File: src/rtl/aes_round_ctrl.sv
// Iterative AES-128 round controller: one cipher round per clock through a shared
// encrypt/decrypt datapath, with the key store addressed combinationally by rk_idx.
module aes_round_ctrl (
  input  logic         clk,
  input  logic         rst_n,
  input  logic         start,
  input  logic         decrypt,
  input  logic [127:0] data_in,
  output logic [3:0]   rk_idx,
  input  logic [127:0] rk,
  output logic         busy,
  output logic         done,
  output logic [127:0] data_out
);

  localparam int unsigned BlockW    = 128;
  localparam int unsigned RndW      = 4;
  localparam int unsigned NumRounds = 10;

  // byte i of the block (i = 0 is the most significant byte) lives at index 15-i
  typedef logic [15:0][7:0] blockT;
  typedef enum logic [1:0] {IDLE, INIT, ROUND, FINAL} fsmT;

  function automatic logic [7:0] gfMul(input logic [7:0] a, input logic [7:0] b);
    logic [7:0] acc;
    logic [7:0] sh;
    acc = 8'h00;
    sh  = a;
    for (int i = 0; i < 8; i++) begin
      if (b[3'(i)]) acc = acc ^ sh;
      sh = {sh[6:0], 1'b0} ^ (sh[7] ? 8'h1b : 8'h00);
    end
    return acc;
  endfunction

  // multiplicative inverse as x^254; zero maps to zero
  function automatic logic [7:0] gfInv(input logic [7:0] x);
    logic [7:0] pw;
    logic [7:0] acc;
    pw  = x;
    acc = 8'h01;
    for (int i = 1; i < 8; i++) begin
      pw  = gfMul(pw, pw);
      acc = gfMul(acc, pw);
    end
    return acc;
  endfunction

  function automatic logic [7:0] sbox(input logic [7:0] x);
    logic [7:0] b;
    b = gfInv(x);
    return b ^ {b[6:0], b[7]} ^ {b[5:0], b[7:6]} ^ {b[4:0], b[7:5]} ^ {b[3:0], b[7:4]} ^ 8'h63;
  endfunction

  function automatic logic [7:0] invSbox(input logic [7:0] x);
    return gfInv({x[6:0], x[7]} ^ {x[4:0], x[7:5]} ^ {x[1:0], x[7:2]} ^ 8'h05);
  endfunction

  function automatic blockT subBytes(input blockT s, input logic inv);
    blockT r;
    for (int i = 0; i < 16; i++) r[4'(i)] = inv ? invSbox(s[4'(i)]) : sbox(s[4'(i)]);
    return r;
  endfunction

  function automatic blockT shiftRows(input blockT s, input logic inv);
    blockT r;
    int src;
    int dst;
    for (int col = 0; col < 4; col++) begin
      for (int row = 0; row < 4; row++) begin
        src = row + 4 * ((col + row) % 4);
        dst = row + 4 * col;
        if (inv) r[4'(15 - src)] = s[4'(15 - dst)];
        else     r[4'(15 - dst)] = s[4'(15 - src)];
      end
    end
    return r;
  endfunction

  function automatic logic [7:0] mixCoef(input logic [1:0] k, input logic inv);
    case (k)
      2'd0:    return inv ? 8'h0e : 8'h02;
      2'd1:    return inv ? 8'h0b : 8'h03;
      2'd2:    return inv ? 8'h0d : 8'h01;
      default: return inv ? 8'h09 : 8'h01;
    endcase
  endfunction

  function automatic blockT mixColumns(input blockT s, input logic inv);
    blockT r;
    logic [7:0] acc;
    for (int col = 0; col < 4; col++) begin
      for (int row = 0; row < 4; row++) begin
        acc = 8'h00;
        for (int j = 0; j < 4; j++)
          acc = acc ^ gfMul(mixCoef(2'(j - row), inv), s[4'(15 - (j + 4 * col))]);
        r[4'(15 - (row + 4 * col))] = acc;
      end
    end
    return r;
  endfunction

  fsmT               fsmState, fsmNext;
  logic [BlockW-1:0] stateReg, stateNext;
  logic              mode, modeNext;
  logic [RndW-1:0]   rnd, rndNext;
  logic              busyNext, doneNext;
  logic [BlockW-1:0] dataOutNext;
  logic [BlockW-1:0] encSr, decAdd, roundOut, finalOut;

  // Shared round datapath; the final round drops the mix stage
  always_comb begin
    encSr    = shiftRows(subBytes(stateReg, 1'b0), 1'b0);
    decAdd   = subBytes(shiftRows(stateReg, 1'b1), 1'b1) ^ rk;
    roundOut = mode ? mixColumns(decAdd, 1'b1) : (mixColumns(encSr, 1'b0) ^ rk);
    finalOut = mode ? decAdd : (encSr ^ rk);
  end

  always_ff @(posedge clk or negedge rst_n) begin
    if (!rst_n) fsmState <= IDLE;
    else        fsmState <= fsmNext;
  end

  always_comb begin
    fsmNext     = fsmState;
    stateNext   = stateReg;
    modeNext    = mode;
    rndNext     = rnd;
    dataOutNext = data_out;
    doneNext    = 1'b0;
    rk_idx      = '0;
    case (fsmState)
      IDLE: begin
        if (start) begin
          stateNext = data_in;
          modeNext  = decrypt;
          rndNext   = RndW'(1);
          fsmNext   = INIT;
        end
      end
      INIT: begin
        rk_idx    = mode ? RndW'(NumRounds) : '0;
        stateNext = stateReg ^ rk;
        fsmNext   = ROUND;
      end
      ROUND: begin
        rk_idx    = mode ? RndW'(NumRounds) - rnd : rnd;
        stateNext = roundOut;
        rndNext   = rnd + RndW'(1);
        if (rnd == RndW'(NumRounds - 1)) fsmNext = FINAL;
      end
      FINAL: begin
        rk_idx      = mode ? '0 : RndW'(NumRounds);
        dataOutNext = finalOut;
        doneNext    = 1'b1;
        fsmNext     = IDLE;
      end
      default: fsmNext = IDLE;
    endcase
    busyNext = (fsmNext != IDLE);
  end

  always_ff @(posedge clk or negedge rst_n) begin
    if (!rst_n) begin
      stateReg <= '0;
      mode     <= 1'b0;
      rnd      <= '0;
      busy     <= 1'b0;
      done     <= 1'b0;
      data_out <= '0;
    end else begin
      stateReg <= stateNext;
      mode     <= modeNext;
      rnd      <= rndNext;
      busy     <= busyNext;
      done     <= doneNext;
      data_out <= dataOutNext;
    end
  end

endmodule

File: config.mk
export PLATFORM = sky130hd
export DESIGN_NAME = aes_round_ctrl
export DESIGN_NICKNAME = d
export VERILOG_FILES = /design/src/rtl/aes_round_ctrl.sv
export SDC_FILE = /design/constraint.sdc
export NUM_CORES = 2
export LEC_CHECK = 0
export CAP_MARGIN = 20
export CELL_PAD_IN_SITES_DETAIL_PLACEMENT = 1
export CELL_PAD_IN_SITES_GLOBAL_PLACEMENT = 2
export CORE_MARGIN = 4
export CORE_UTILIZATION = 25
export CTS_BUF_LIST = sky130_fd_sc_hd__clkbuf_4
export DETAILED_ROUTE_END_ITERATION = 7
export MAX_ROUTING_LAYER = met4
export PLACE_DENSITY = 0.64
export SLEW_MARGIN = 0
export SYNTH_ARGS = -nofsm -noshare
export SYNTH_HDL_FRONTEND = slang
export SYNTH_SLANG_ARGS = --single-unit
File: constraint.sdc
create_clock -name clk -period 21.7 [get_ports clk]
set_input_delay 4.34 -clock clk [delete_from_list [all_inputs] [get_ports clk]]
set_output_delay 4.34 -clock clk [all_outputs]
set_load 0.01 [all_outputs]
==> metrics.yaml <==
die_height_um: 544
cts_buffers: 9
syn_area_um2: 71900
htree_num_levels: 3
slew_violations: 0
gp_congestion: 0.849
start_kind: "flip-flop"
core-area_um2: 286000
ios: 394
seq_area_um2: 2630
hold_buffers: 0
synth-seq-cells: 105
grt_max_degree: 65
crit_path_frequent_cell: "xnor2_1"
multi_input_area_um2: 66000
rsz0062_at_grt: "false"
fmax_mhz: 58.2
clock_sinks: 105
die_w_um: 544
grt_pass1_vias: 72221
maxCapViolations: 0
yosysUniqueCellTypes: 139
io_buffer_count: 153
n_fill_cell: 34720
slowest_stage: "dfrtp_1"
rows: 196
dr.pass1.iters: 6
cts_tree: "done"
via_per_inst: 5.26
die-area_um2: 296000
end_kind: "flip-flop"
antenna_found_initial: 22
drc_errors: 0
final-hold-violation-count: 0
area_growth_pct: 7.71
wl_per_cell_um: 20.9
clock_latency_ns: 0.69
yosysWarnings: 0
status: "completed"
period_minus_slack_ns: 17.17
final_antenna_net_count: 0
setup_violations: 0
vias: 70097
drtIter0Drc: 3686
post_cts_resized: 0
detailed_place.area_um2: 77200
fin_area_um2: 77400
clk_path_buf_depth: 2
critical_path_arrival_ns: 17.76
fin_skew_ns: 0.0297
grt_overflow_total: 0
syn_area_per_cell_um2: 7.43
synthArstFlopShare_pct: 100
hpwlAfterDp_um: 219000
tightest_slew_ns: 1.15
ys_seq_area_share_pct: 3.66
start_util_pct: 25.2
slowest_delay_ns: 0.94
cts_root_buf: "clkbuf_4"
synth_edf_count: 0
dpl_worst_slack_ns: 4.55
post_cts.repair.setup_buffers: 0
final.period_utilization_pct: 79.1
nets: 9883
clk_pin_slew_worst_paths_ns: 0.23
drt_wl_total_um: 278000
drive_above_1_share_pct: 6.14
required_ns: 22.29
crit_fanout: 17
grt_usage_pct: 18.5
min_path_type: "reg -> reg"
fin_tns_setup_ns: 0
path_class: "reg -> reg"
grt_pass1_wl_um: 432000
synthCells: 9672
synth-main-ff-cell: "dfrtp_1"
timing.final.ws_setup_ns: 4.53
maxSlewHeadroom_pct: 23.3
-- Yosys cell counts, types with 84 or more instances --
cell,n,area (um2)
mux2i_1,245,2450
o211ai_1,135,1010
xnor2_1,1487,13000
or3_1,87,544
buf_4,116,871
and3_1,101,632
a31oi_1,101,632
nor2_1,1307,4910
ha_1,84,1050
a21oi_1,357,1790
o21ai_0,373,1870
nand3_1,267,1340
nand2_1,1028,3860
nor2b_1,84,526
nand2b_1,98,613
buf_2,149,746
xnor3_1,344,7750
clkbuf_1,285,1070
nor3_1,329,1650
inv_1,167,627
xor2_1,567,4970
a211oi_1,125,938
and2_1,111,694
dfrtp_1,105,2630
-- stage by stage --
| step | hold slack (ns) | std cells | utilization, % |
|---|---|---|---|
| 4_1_cts | 0.526 | 13300 | 27.1 |
| 2_1_floorplan | 0.517 | 9751 | - |
| 3_3_place_gp | 0.473 | 13282 | 27.0 |
| 6_report | 0.523 | 13328 | 27.1 |
| 5_1_grt | 0.555 | 13325 | 27.1 |
| 3_5_place_dp | 0.476 | 13284 | 27.0 |
-- cells in the final DEF, fill, tap and decap left out, types with 41 or more instances in the layout --
master,Yosys,routed
xnor2_1,1487,1481
nor2_1,1307,1304
nand2_1,1028,1028
xor2_1,567,563
o21ai_0,373,373
a21oi_1,357,357
xnor3_1,344,344
nor3_1,329,329
nand3_1,267,267
mux2i_1,245,245
buf_4,116,201
inv_1,167,167
clkdlybuf4s50_1,0,152
o211ai_1,135,135
a211oi_1,125,125
and2_1,111,111
dfrtp_1,105,104
and3_1,101,101
a31oi_1,101,101
nand2b_1,98,97
or3_1,87,87
nor2b_1,84,84
xor3_1,80,80
ha_1,84,80
conb_1,1,80
mux2_2,65,65
a211o_1,65,65
a21o_1,65,65
nor4_1,63,63
xnor2_2,55,61
o22ai_1,59,59
o31ai_1,58,58
or2_2,50,50
a22oi_1,50,50
o21a_1,46,46
nand4_1,46,46
o211a_1,41,41
o21ai_1,41,41
-- critical path, delay by kind of cell, from the launching register on --
family,cells,cell delay (ns)
AOI/OAI and AO/OA,13,4.62
xor gates and xnor gates,12,4.18
adders and majority gates,6,2.15
buffers and inverters,4,0.64
DFF,1,0.94
muxes,1,0.41
and+or+nand+nor,15,4.07
-- registers in the layout, indices dropped and copies added (netlist names) --
name and cells:
busy 1, data_out 48, done 1, fsmState 2
mode 1, rnd 4, stateReg 48
-- final cells by class --
cell class / count / area share [%]
well taps: 3762 / 6.08
clock buffers: 9 / 0.0873
flip-flops and latches: 105 / 3.40
diodes: 22 / 0.0711
multi-input cells: 8869 / 85.3
inverters: 198 / 0.967
clock inverters: 7 / 0.0841
repair buffers: 356 / 3.97
-- path summary, 6_finish.rpt --
check	startpoint	to	slack [ns]	cells after the start
hold / removal	data_out[52]$_DFFE_PN0P_	data_out[52]$_DFFE_PN0P_	0.52	2
setup reg to reg	stateReg[53]$_DFFE_PN0P_	stateReg[29]$_DFFE_PN0P_	4.53	51
max in group asynchronous	rst_n	mode$_DFFE_PN0P_	16.72	2
setup / recovery	stateReg[53]$_DFFE_PN0P_	stateReg[29]$_DFFE_PN0P_	4.53	51
hold reg to reg	data_out[52]$_DFFE_PN0P_	data_out[52]$_DFFE_PN0P_	0.52	2
min in group asynchronous	rst_n	data_out[25]$_DFFE_PN0P_	3.59	1
-- routing by layer --
metal / vias up / GRT usage [%] / routed length, um
met2: 864 / 31.5 / 135000
met3: 209 / 0.936 / 5890
met1: 35234 / 23.8 / 129000
met5: - / - / 0
li1: 33790 / - / -
met4: 0 / 5.21 / 7520
-- cells by family (layout without fill, tap and decap cells) --
group                      Yosys count  in the layout  synth area share (%)
AOI/OAI and AO/OA                 2056           2056                  20.3
and+or+nand+nor                   3760           3760                  24.1
xor gates and xnor gates          2565           2565                  40.6
buffers and inverters              777            570                  5.01
other                                1            102               0.00522
adders and majority gates           86             86                  1.49
muxes                              322            322                  4.76
DFF                                105            105                  3.66
Power is not shown: default switching activity piles up to over one toggle a cycle in this logic, so the estimate is an artifact.
